**config.mk**
```make
export PLATFORM = sky130hd
export DESIGN_NAME = add_sub_nbits
export DESIGN_NICKNAME = d
export VERILOG_FILES = /design/src/rtl/add_sub_nbits.sv
export SDC_FILE = /design/constraint.sdc
export NUM_CORES = 1
export LEC_CHECK = 0
export BUFFER_PORTS_ARGS = -buffer_cell sky130_fd_sc_hd__buf_2
export CAP_MARGIN = 10
export CELL_PAD_IN_SITES_DETAIL_PLACEMENT = 0
export CELL_PAD_IN_SITES_GLOBAL_PLACEMENT = 2
export CORE_MARGIN = 3
export CORE_UTILIZATION = 27
export CTS_BUF_LIST = sky130_fd_sc_hd__clkbuf_16
export CTS_CLUSTER_SIZE = 24
export DETAILED_ROUTE_END_ITERATION = 16
export HOLD_SLACK_MARGIN = 0.06
export PLACE_DENSITY = 0.76
export SLEW_MARGIN = 20
export SYNTH_ARGS = -nofsm -noshare
export SYNTH_HDL_FRONTEND = slang
export SYNTH_HIERARCHICAL = 1
export SYNTH_SLANG_ARGS = --single-unit
```
**constraint.sdc**
```tcl
create_clock -name clk_i -period 5.1 [get_ports clk_i]
set_clock_uncertainty 0.15 [all_clocks]
set_input_delay 0.255 -clock clk_i [delete_from_list [all_inputs] [get_ports clk_i]]
set_output_delay 0.255 -clock clk_i [all_outputs]
set_load 0.03 [all_outputs]
```
**src/rtl/add_sub_nbits.sv**
```systemverilog
// add_sub_nbits: registered ripple-carry adder/subtractor with carry, signed overflow and zero flags.
// Latency: 1 cycle; operands sampled on a clk_i edge show up on the outputs right after that edge.
// Backpressure: none; a new operation is accepted on every cycle that valid_i is high.

// Single-bit full-adder cell, chained LSB to MSB by add_sub_nbits.
module add_sub_nbits_fa (
  input  logic a_i,
  input  logic b_i,
  input  logic c_i,
  output logic s_o,
  output logic c_o
);

  // Sum and majority carry of three input bits.
  always_comb begin
    s_o = a_i ^ b_i ^ c_i;
    c_o = (a_i & b_i) | (a_i & c_i) | (b_i & c_i);
  end

endmodule

module add_sub_nbits #(
  parameter int width = 8
) (
  input  logic             clk_i,
  input  logic             rst_i,
  input  logic [width-1:0] a_i,
  input  logic [width-1:0] b_i,
  input  logic             sub_i,
  input  logic             valid_i,
  output logic [width-1:0] s_o,
  output logic             cout_o,
  output logic             ovf_o,
  output logic             zero_o,
  output logic             valid_o
);

  // Subtraction is A + ~B + 1: B is inverted and the "+1" enters as carry-in of bit 0.
  logic [width-1:0] b_x;
  logic [width:0]   carry;
  logic [width-1:0] sum;

  // Conditional inversion of B and the chain carry-in.
  always_comb begin
    b_x      = b_i ^ {width{sub_i}};
    carry[0] = sub_i;
  end

  // Ripple chain: carry[i] feeds bit i, carry[i+1] is its carry-out.
  for (genvar i = 0; i < width; i++) begin : g_fa
    add_sub_nbits_fa u_fa (
      .a_i (a_i[i]),
      .b_i (b_x[i]),
      .c_i (carry[i]),
      .s_o (sum[i]),
      .c_o (carry[i+1])
    );
  end

  // Result registers and their next-state values.
  logic [width-1:0] s_q,    s_d;
  logic             cout_q, cout_d;
  logic             ovf_q,  ovf_d;
  logic             zero_q, zero_d;
  logic             valid_q, valid_d;

  // Load a fresh result when valid_i is high; otherwise hold the flags and drop valid.
  // Signed overflow is carry into the MSB disagreeing with carry out of it; for width=1
  // the "carry into the MSB" is the chain carry-in itself.
  always_comb begin
    s_d     = s_q;
    cout_d  = cout_q;
    ovf_d   = ovf_q;
    zero_d  = zero_q;
    valid_d = 1'b0;
    if (valid_i) begin
      s_d     = sum;
      cout_d  = carry[width];
      ovf_d   = carry[width] ^ carry[width-1];
      zero_d  = (sum == '0);
      valid_d = 1'b1;
    end
  end

  // Output registers; reset wins over valid_i and reports a zero result.
  always_ff @(posedge clk_i) begin
    if (rst_i) begin
      s_q     <= '0;
      cout_q  <= 1'b0;
      ovf_q   <= 1'b0;
      zero_q  <= 1'b1;
      valid_q <= 1'b0;
    end else begin
      s_q     <= s_d;
      cout_q  <= cout_d;
      ovf_q   <= ovf_d;
      zero_q  <= zero_d;
      valid_q <= valid_d;
    end
  end

  // Outputs come straight from registers, so no input reaches an output combinationally.
  always_comb begin
    s_o     = s_q;
    cout_o  = cout_q;
    ovf_o   = ovf_q;
    zero_o  = zero_q;
    valid_o = valid_q;
  end

endmodule

```
# Yosys cells after proc, flatten, opt, wreduce, memory -nomap -nowiden
# Cells that the tools add are included.
# op_classes
mux,1
bitwise,58
reduce_logical,1
# ops
op,count
$and 1x1->1,24
$xor 1x1->1,17
$or 1x1->1,16
$logic_not 8->1,1
$xor 8x8->8,1
$mux 1,1
# totals
regBits,12
word_cells,65
inputBits,20

# Depth between registers and ports, before layout
# Gate-level depths: netlist of the first run.
# depth
depth_word,26
depth_mapped,12

# By module
# The synthesis of the first run kept the hierarchy.
# modules_own_cells
module,n_inst,area_each_um2,seq_area_each_um2,cells_per_inst
add_sub_nbits,1,540.5,240.2,50
add_sub_nbits_fa,8,20.0,0.0,1

# Worst setup path after synthesis of the first run
# Ideal clock, no wire load.
# synth_path
path_type,input -> register
startpoint,in sub_i
endpoint,"reg zero_q, in the netlist zero_o"
arrival_ns,4.180
setup_time_ns,0.122
path_stages,12
slack_ns,0.648
required_time_ns,4.828
path_buffers,1
cell_sequence,buf_4 -> xor2_1 -> fa_1 -> fa_1 -> fa_1 -> fa_1 -> fa_1 -> fa_1 -> fa_1 -> fa_1 -> nor4_1 -> a311o_1
# synth_between
elab_chain_len,24
word_cells_on_any_way,53
cone_classes,bitwise: 52; reduce/logical: 1
# synth_lines
item,line,rtl
"start, declared",29,"input logic sub_i,"
$xor 8x8->8 (*),45,b_x = b_i ^ {width{sub_i}};
named net b_x[0],39,logic [width-1:0] b_x;
$and 1x1->1,17,c_o = (a_i & b_i) | (a_i & c_i) | (b_i & c_i);
$or 1x1->1,17,
$or 1x1->1 (*),17,
named net carry[1],40,logic [width:0] carry;
$and 1x1->1,17,
$or 1x1->1,17,
(+1 left out),n/a,
named net carry[2],40,
(+3 left out),n/a,
named net carry[3],40,
(+3 left out),n/a,
named net carry[4],40,
(+3 left out),n/a,
named net carry[5],40,
(+3 left out),n/a,
named net carry[6],40,
$and 1x1->1,17,
$or 1x1->1,17,
$or 1x1->1 (*),17,
named net carry[7],40,
$xor 1x1->1 (*),16,s_o = a_i ^ b_i ^ c_i;
named net sum[7],41,logic [width-1:0] sum;
$logic_not 8->1 (*),80,zero_d = (sum == '0);
"end signal, assigned",97,zero_q <= zero_d;
"end, declared",64,"logic zero_q, zero_d;"
# The timed path passes the listed nets; every way through them passes the cells marked *.
# A chain may end at the register's enable or synchronous reset.

# Worst setup path in the final report of the first run
# Same ends and word-level chain as after synthesis.

==> results.py, run 1 <==
metrics = {
    "status": {
        "status": "complete, no violations",
    },
    "global_route": {
        "antenna_found_initial": 0,
        "overflow": 0,
        "grt.total_usage_pct": 9.46,
        "met3_usage_pct": 3.39,
        "grt_max_degree": 15,
        "grtUsageMet1_pct": 11.2,
        "grt_pass1_vias": 506,
        "grt_pass1_wl_um": 2300,
        "grt.busiest_layer": "met2",
        "grt_use_met2_pct": 14.0,
    },
    "sta": {
        "rsz0062_at_grt": "false",
        "worst_pin_slew_ns": 0.358,
        "max_freq_mhz": 227,
        "setup_viol": 0,
        "period_share_pct": 86.5,
        "drv_slew": 0,
        "maxSlewHeadroom_pct": 76.1,
        "min_period_ns": 4.41,
        "final_hold_viol_count": 0,
        "finalSetupTns_ns": 0,
    },
    "logic_synthesis": {
        "yosysSeqAreaShare_pct": 34.3,
        "netlist_area_um2": 701,
        "synth_cells": 58,
        "synth_seq_cells": 12,
        "ys_types": 15,
        "synth_fp_nets": 86,
        "yosysWarnings": 6,
        "synth.avg_cell_area_um2": 12.1,
    },
    "power": {
        "clkPwrFrac_pct": 39.5,
        "p_per_area_nw_per_um2": 387,
        "p_total_mw": 0.358,
        "p_int_mw": 0.252,
        "swShare_pct": 29.8,
        "seqPwrFrac_pct": 31.0,
        "p_leak_nw": 0.448,
        "irDropWorstVdd_v": 0.000198,
        "p_switching_mw": 0.107,
        "p_comb_share_pct": 29.5,
    },
    "clocking": {
        "cts_buffers": 3,
        "root_buffer": "clkbuf_16",
        "postCtsSetupRepairBufs": 0,
        "clk_pin_slew_ns": 0.04,
        "postCtsHoldBufs": 0,
        "max-clock-path-buffers": 2,
        "cts_tree": "built",
        "htree_levels": 1,
        "cts_resized": 0,
        "insertion_delay_ns": 0.24,
        "clock-sinks": 12,
    },
    "routing": {
        "firstDrtPassIters": 3,
        "drc": 0,
        "route.antenna.remaining_nets": 0,
        "viasPerCell": 4.31,
        "wl_per_cell_um": 11.7,
        "dr_total_vias": 504,
        "wirelength_um": 1370,
        "drt_iter0_markers": 1,
    },
    "finish": {
        "antennaDiodeCount": 0,
        "mostFrequentLayoutCells": "buf_2 (31), dfxtp_1 (12), nor2_1 (10)",
        "fin_nets": 118,
        "synthToLayoutAreaGrowth_pct": 32.1,
        "final_common_cell": "buf_2",
        "final_layout_size_suffix_gt1_share_pct": 40.4,
    },
    "worst_setup_path": {
        "crit_fanout": 9,
        "cp_data_required_time_ns": 5.07,
        "rrSetupSlack_ns": 4.09,
        "arrival_ns": 4.39,
        "cp-start-kind": "input port",
        "worstSetupPathType": "input port to register",
        "endpoint_kind": "register",
    },
    "flow_run": {
        "drv_cap": 0,
    },
    "place": {
        "portBuffers": 31,
        "gp_congestion": 0.660,
        "dp.final_hpwl_um": 1130,
    },
    "floorplan": {
        "pin_count": 32,
        "rows": 17,
        "dieArea_um2": 3240,
        "die-height_um": 56.9,
        "initial_core_util_pct": 29.9,
        "fp.dieW_um": 56.9,
        "coreArea_um2": 2340,
    },
    "hold_path": {
        "hp-class": "input port to register",
    },
}
cells by family (layout without fill, tap and decap cells):
logic type / after synthesis / in the layout / share of synthesized area, %
AND/OR/NAND/NOR: 14 / 14 / 9.29
flip-flops: 12 / 12 / 34.3
XOR/XNOR: 9 / 9 / 11.3
multiplexers: 9 / 9 / 12.9
adder cells (fa/ha/maj): 8 / 8 / 22.9
buffers and inverters: 4 / 35 / 6.25
AO/OA/AOI/OAI: 2 / 2 / 3.21
worst max-delay path, stage by stage:
cell and delay (ns):
buf_2 0.18, xor2_1 0.20, fa_1 0.42, fa_1 0.39
fa_1 0.39, fa_1 0.39, fa_1 0.39, fa_1 0.39
fa_1 0.45, fa_1 0.53, nor4_1 0.06, a311o_1 0.34
synth_stat cells (all sizes together):
cell type | number | share of area [%]
dfxtp | 12 | 34
nor2 | 10 | 5.4
mux2i | 9 | 13
fa | 8 | 23
xor2 | 8 | 10
buf | 4 | 6.2
nor2b | 2 | 2.1
nor4 | 2 | 1.8
a211oi | 1 | 1.8
a311o | 1 | 1.4
xnor2 | 1 | 1.3
worst paths after layout:
| check | start | end | cells after the start |
|---|---|---|---|
| worst min-delay path | rst_i | s_o[4]$_SDFFE_PP0P_ | 2 |
| worst min register to register | s_o[6]$_SDFFE_PP0P_ | s_o[6]$_SDFFE_PP0P_ | 2 |
| worst max register to register | zero_o$_SDFFE_PP1P_ | zero_o$_SDFFE_PP1P_ | 2 |
| worst max-delay path | sub_i | zero_o$_SDFFE_PP1P_ | 12 |
layout make-up:
type | count | area (um2)
Clock buffer | 3 | 75.1
Sequential cell | 12 | 240
Timing Repair Buffer | 31 | 155
Tap cell | 28 | 35.0
Fill cell | 244 | 1410
Clock inverter | 1 | 3.75
Multi-Input combinational cell | 42 | 417
stage by stage:
| stage | utilization [%] | setup WS [ns] | hold WS [ns] | std cells | area (um2) |
|---|---|---|---|---|---|
| floorplan | - | 0.648 | 0.177 | 58 | 701 |
| global placement | 36.2 | 0.458 | 0.318 | 113 | 847 |
| detailed placement | 36.2 | 0.428 | 0.329 | 113 | 847 |
| CTS | 39.6 | 0.674 | 0.192 | 117 | 926 |
| global route | 39.6 | 0.619 | 0.207 | 117 | 926 |
| finish | 39.6 | 0.687 | 0.193 | 117 | 926 |
power by group through the flow:
stage | Combinational (mW) | Clock [mW] | Sequential, mW
global placement | 0.106 | 0 | 0.113
finish | 0.106 | 0.142 | 0.111
CTS | 0.108 | 0.146 | 0.111
floorplan | 0.0544 | 0 | 0.135
global route | 0.117 | 0.153 | 0.112
detailed placement | 0.107 | 0 | 0.113
per-layer routing:
layer | vias up | part of all wire, %
met5 | - | 0
met1 | 231 | 44
met3 | 2 | 6.9
met4 | 0 | 2.0
li1 | 252 | -
met2 | 19 | 47
flip-flops by register name, indices dropped and copies added (netlist names):
register and count:
valid_o 1, ovf_o 1, cout_o 1, zero_o 1, s_o 8
Note: power is estimated with default switching activity, not from simulation.
==> run 2: changes to the inputs <==
--- a/config.mk
+++ b/config.mk
@@ -14,6 +14,7 @@
 export CTS_BUF_LIST = sky130_fd_sc_hd__clkbuf_16
 export CTS_CLUSTER_SIZE = 24
 export DETAILED_ROUTE_END_ITERATION = 16
+export GPL_TIMING_DRIVEN = 0
 export HOLD_SLACK_MARGIN = 0.06
 export PLACE_DENSITY = 0.76
 export SLEW_MARGIN = 20
==> run 2 against run 1 <==
- design area is 5.3% higher
- routed wire length is 2.8% higher
- clock power hardly changed
- worst hold slack worse by 0.056 ns
- first-iteration DRC count is 100% higher
- critical path type unchanged
- largest power group unchanged
- highest routed layer unchanged
==> results.py, run 2 (same netlist as run 1, synthesis figures left out) <==
metrics = {
    "status": {
        "status": "complete, no violations",
    },
    "floorplan": {
        "initial_core_util_pct": 29.9,
        "dieArea_um2": 3240,
        "fp.dieW_um": 56.9,
        "coreArea_um2": 2340,
        "pin_count": 32,
        "rows": 17,
        "die-height_um": 56.9,
    },
    "power": {
        "p_per_area_nw_per_um2": 374,
        "irDropWorstVdd_v": 0.000205,
        "p_total_mw": 0.364,
        "p_leak_nw": 0.472,
    },
    "clocking": {
        "cts_buffers": 3,
        "htree_levels": 1,
        "max-clock-path-buffers": 2,
        "clock-sinks": 12,
        "root_buffer": "clkbuf_16",
        "clk_pin_slew_ns": 0.04,
        "insertion_delay_ns": 0.24,
        "cts_tree": "built",
    },
    "finish": {
        "final_layout_size_suffix_gt1_share_pct": 41.9,
        "post-route-util_pct": 41.7,
        "synthToLayoutAreaGrowth_pct": 39.1,
        "fin_cells": 121,
        "antennaDiodeCount": 0,
        "fin_area_um2": 975,
        "final_common_cell": "buf_2",
        "fin_nets": 122,
        "largest_register_ffs": 8,
        "mostFrequentLayoutCells": "buf_2 (31), dfxtp_1 (12), nor2_1 (10)",
    },
    "worst_setup_path": {
        "arrival_ns": 4.51,
        "crit_family": "adder cells",
        "cp-start-kind": "input port",
        "crit_fanout": 8,
        "crit_chain": "buf_2, buf_4, xor2_1, fa_1, fa_1, fa_1, fa_1, fa_1, fa_1, fa_1, fa_1, nor4_1, a311o_1",
        "endpoint_kind": "register",
        "cp_data_required_time_ns": 5.14,
        "worstSetupPathType": "input port to register",
        "slowest_stage": "fa_1",
        "cpPeakStageDelay_ns": 0.47,
        "path_common_cell": "fa_1",
        "crit_buf_inv": 2,
    },
    "global_route": {
        "grt_pass1_wl_um": 2420,
        "antenna_found_initial": 0,
        "overflow": 0,
        "grt_pass1_vias": 554,
        "grt.total_usage_pct": 10.0,
        "grt_max_degree": 11,
    },
    "place": {
        "placed_cell_area_um2": 886,
        "portBuffers": 30,
        "gp_congestion": 0.639,
        "dp_cells": 116,
        "pre_cts_slack_ns": 0.350,
        "dp.final_hpwl_um": 1180,
    },
    "flow_run": {
        "drv_cap": 0,
    },
    "sta": {
        "setup_viol": 0,
        "drv_slew": 0,
        "final_hold_viol_count": 0,
        "maxSlewHeadroom_pct": 80.8,
        "whs_ns": 0.137,
        "setup_ws_ns": 0.628,
        "min_period_ns": 4.47,
        "worst_pin_slew_ns": 0.285,
        "finalSetupTns_ns": 0,
        "rsz0062_at_grt": "false",
        "period_share_pct": 87.7,
        "max_freq_mhz": 224,
    },
    "routing": {
        "viasPerCell": 4.48,
        "wl_per_cell_um": 11.6,
        "drt_iter0_markers": 2,
        "wirelength_um": 1410,
        "route.antenna.remaining_nets": 0,
        "dr_total_vias": 542,
        "firstDrtPassIters": 2,
        "drc": 0,
    },
    "hold_path": {
        "hp-class": "input port to register",
    },
}
run 2: cell count changes in the layout (fill, tap and decap cells not counted), sizes merged:
cell,before,now
buf,31,34
dlygate4sd3,0,1
run 2: area by class of cell:
class	count	area, um2
Fill cell	252	1370
Tap cell	28	35.0
Clock inverter	1	3.75
Buffer	4	43.8
Timing Repair Buffer	31	160
Multi-Input combinational cell	42	417
Clock buffer	3	75.1
Sequential cell	12	240
run 2: path summary, 6_finish.rpt:
check                   endpoint  slack (ns)  depth (start not counted)                 from
max          zero_o$_SDFFE_PP1P_        0.63                         13                sub_i
min          zero_o$_SDFFE_PP1P_        0.14                          2              valid_i
min reg2reg  cout_o$_SDFFE_PP0P_        0.33                          2  cout_o$_SDFFE_PP0P_
max reg2reg  zero_o$_SDFFE_PP1P_        4.11                          2  zero_o$_SDFFE_PP1P_
run 2: where the power goes:
| group | leakage, nW | internal [mW] | switching, mW |
|---|---|---|---|
| logic | 0.334 | 0.0456 | 0.0627 |
| registers | 0.0994 | 0.106 | 0.00528 |
| clock network | 0.0385 | 0.103 | 0.0416 |
run 2: routing by layer:
layer	global-route usage (%)	wire length, um	vias up
met4	7.95	51	0
li1	-	-	260
met2	14.8	688	20
met3	3.85	102	6
met5	0	0	-
met1	11.4	568	256
run 2: what timing repair did:
| action | in CTS | in global routing |
|---|---|---|
| endpoints found under the hold margin | 1 | 0 |
| hold buffers | 1 | 0 |
| buffers inserted | 0 | 0 |
| gates resized for setup | 0 | 0 |
==> run 3: changes to the inputs <==
--- a/config.mk
+++ b/config.mk
@@ -6,7 +6,7 @@
 export NUM_CORES = 1
 export LEC_CHECK = 0
 export BUFFER_PORTS_ARGS = -buffer_cell sky130_fd_sc_hd__buf_2
-export CAP_MARGIN = 10
+export CAP_MARGIN = 20
 export CELL_PAD_IN_SITES_DETAIL_PLACEMENT = 0
 export CELL_PAD_IN_SITES_GLOBAL_PLACEMENT = 2
 export CORE_MARGIN = 3
@@ -14,9 +14,10 @@
 export CTS_BUF_LIST = sky130_fd_sc_hd__clkbuf_16
 export CTS_CLUSTER_SIZE = 24
 export DETAILED_ROUTE_END_ITERATION = 16
+export GPL_ROUTABILITY_DRIVEN = 0
 export GPL_TIMING_DRIVEN = 0
 export HOLD_SLACK_MARGIN = 0.06
-export PLACE_DENSITY = 0.76
+export PLACE_DENSITY_LB_ADDON = 0.1
 export SLEW_MARGIN = 20
 export SYNTH_ARGS = -nofsm -noshare
 export SYNTH_HDL_FRONTEND = slang
==> run 3 against run 2 <==
- via count down 5.7%
- sequential power hardly changed
- worst hold slack gained 0.0067 ns
- power fell by 0.72%
- clock-buffer cell count unchanged
- sequential share of layout area stayed put
- non-clock buffer count stayed put
- combinational power about the same
- first-iteration DRC count increased by 50%
- highest routed layer unchanged
==> results.py, run 3 (same netlist as run 1, synthesis figures left out) <==
metrics = {
    "finish": {
        "fin_nets": 122,
        "final_layout_size_suffix_gt1_share_pct": 41.9,
        "synthToLayoutAreaGrowth_pct": 39.1,
        "largest_register_ffs": 8,
        "antennaDiodeCount": 0,
        "fin_cells": 121,
        "final_common_cell": "buf_2",
        "mostFrequentLayoutCells": "buf_2 (31), dfxtp_1 (12), nor2_1 (10)",
        "post-route-util_pct": 41.7,
    },
    "clocking": {
        "clock-sinks": 12,
        "insertion_delay_ns": 0.24,
        "max-clock-path-buffers": 2,
        "clk_pin_slew_ns": 0.04,
        "htree_levels": 1,
        "cts_buffers": 3,
        "postCtsSetupRepairBufs": 0,
        "cts_resized": 0,
        "root_buffer": "clkbuf_16",
        "cts_tree": "built",
        "postCtsHoldBufs": 1,
    },
    "power": {
        "p_per_area_nw_per_um2": 371,
        "clkPwrFrac_pct": 39.0,
        "swShare_pct": 29.6,
        "p_int_mw": 0.255,
        "p_total_mw": 0.362,
        "irDropWorstVdd_v": 0.000226,
        "seqPwrFrac_pct": 30.6,
        "p_switching_mw": 0.107,
        "p_comb_share_pct": 30.3,
        "p_leak_nw": 0.472,
    },
    "worst_setup_path": {
        "reg2reg_to": "zero_o$_SDFFE_PP1P_",
        "reg2reg_depth": 2,
        "cp-start-kind": "input port",
        "crit_fanout": 8,
        "worstSetupPathType": "input port to register",
        "cp_data_required_time_ns": 5.13,
        "rrSetupSlack_ns": 4.10,
        "r2r_start": "zero_o$_SDFFE_PP1P_",
        "arrival_ns": 4.54,
        "endpoint_kind": "register",
    },
    "routing": {
        "wirelength_um": 1380,
        "drt_iter0_markers": 3,
        "wl_per_cell_um": 11.4,
        "firstDrtPassIters": 2,
        "viasPerCell": 4.22,
        "route.antenna.remaining_nets": 0,
        "dr_total_vias": 511,
        "drc": 0,
    },
    "sta": {
        "min_period_ns": 4.51,
        "period_share_pct": 88.4,
        "final_hold_viol_count": 0,
        "whs_ns": 0.144,
        "setup_viol": 0,
        "finalSetupTns_ns": 0,
        "drv_slew": 0,
        "rsz0062_at_grt": "false",
        "maxSlewHeadroom_pct": 77.2,
        "worst_pin_slew_ns": 0.339,
        "max_freq_mhz": 222,
    },
    "floorplan": {
        "fp.dieW_um": 56.9,
        "rows": 17,
        "coreArea_um2": 2340,
        "die-height_um": 56.9,
        "dieArea_um2": 3240,
        "initial_core_util_pct": 29.9,
        "pin_count": 32,
    },
    "flow_run": {
        "drv_cap": 0,
    },
    "hold_path": {
        "hold_start": "valid_i",
        "hold_depth": 2,
        "hp-class": "input port to register",
        "min_to": "zero_o$_SDFFE_PP1P_",
    },
    "global_route": {
        "overflow": 0,
        "grt_pass1_vias": 531,
        "grt.total_usage_pct": 9.12,
        "grt_max_degree": 11,
        "grt_pass1_wl_um": 2260,
        "antenna_found_initial": 0,
    },
    "place": {
        "dp.final_hpwl_um": 1160,
        "dp_cells": 116,
        "portBuffers": 30,
    },
    "status": {
        "status": "complete, no violations",
    },
}
-- run 3: cell counts in the layout (fill, tap and decap cells not counted) --
No cell type changed its count.
-- run 3: worst max path at each step --
stage          startpoint                  end  slack [ns]  cells past startpoint
2_1_floorplan       sub_i  zero_o$_SDFFE_PP1P_        0.65                     12
3_3_place_gp        sub_i  zero_o$_SDFFE_PP1P_        0.37                     13
3_5_place_dp        sub_i  zero_o$_SDFFE_PP1P_        0.32                     13
4_1_cts             sub_i  zero_o$_SDFFE_PP1P_        0.56                     13
5_1_grt             sub_i  zero_o$_SDFFE_PP1P_        0.41                     13
6_report            sub_i  zero_o$_SDFFE_PP1P_        0.59                     13
-- run 3: metrics by stage --
stage | area, um2 | setup WS (ns)
after global routing | 975 | 0.414
after floorplan | 701 | 0.648
after detailed placement | 886 | 0.323
final | 975 | 0.590
after CTS | 975 | 0.565
after global placement | 886 | 0.370
-- run 3: layout make-up --
cell class              instances  area (um2)
plain buffers                   4        43.8
clock buffers                   3        75.1
clock inverters                 1        3.75
fillers                       251        1370
multi-input cells              42         417
flip-flops and latches         12         240
well taps                      28        35.0
repair buffers                 31         160
-- run 3: power groups by stage --
| stage | combinational (mW) | sequential [mW] | clock (mW) |
|---|---|---|---|
| CTS | 0.113 | 0.111 | 0.145 |
| global route | 0.122 | 0.112 | 0.151 |
| global placement | 0.111 | 0.112 | 0 |
| floorplan | 0.0544 | 0.135 | 0 |
| finish | 0.110 | 0.111 | 0.141 |
| detailed placement | 0.112 | 0.113 | 0 |
-- run 3: routing by layer --
metal / GRT usage [%] / up-vias / wire (um)
met5: 0 / - / 0
met4: 2.98 / 0 / 12
met3: 4.07 / 2 / 105
met2: 15.3 / 17 / 705
met1: 10.3 / 233 / 556
li1: - / 259 / -
-- run 3: worst max-delay path, stage by stage --
cell and delay [ns]:
buf_2 0.11, buf_4 0.17, xor2_1 0.18, fa_1 0.40, fa_1 0.38, fa_1 0.39, fa_1 0.39, fa_1 0.38
fa_1 0.39, fa_1 0.43, fa_1 0.47, nor4_1 0.36, a311o_1 0.21
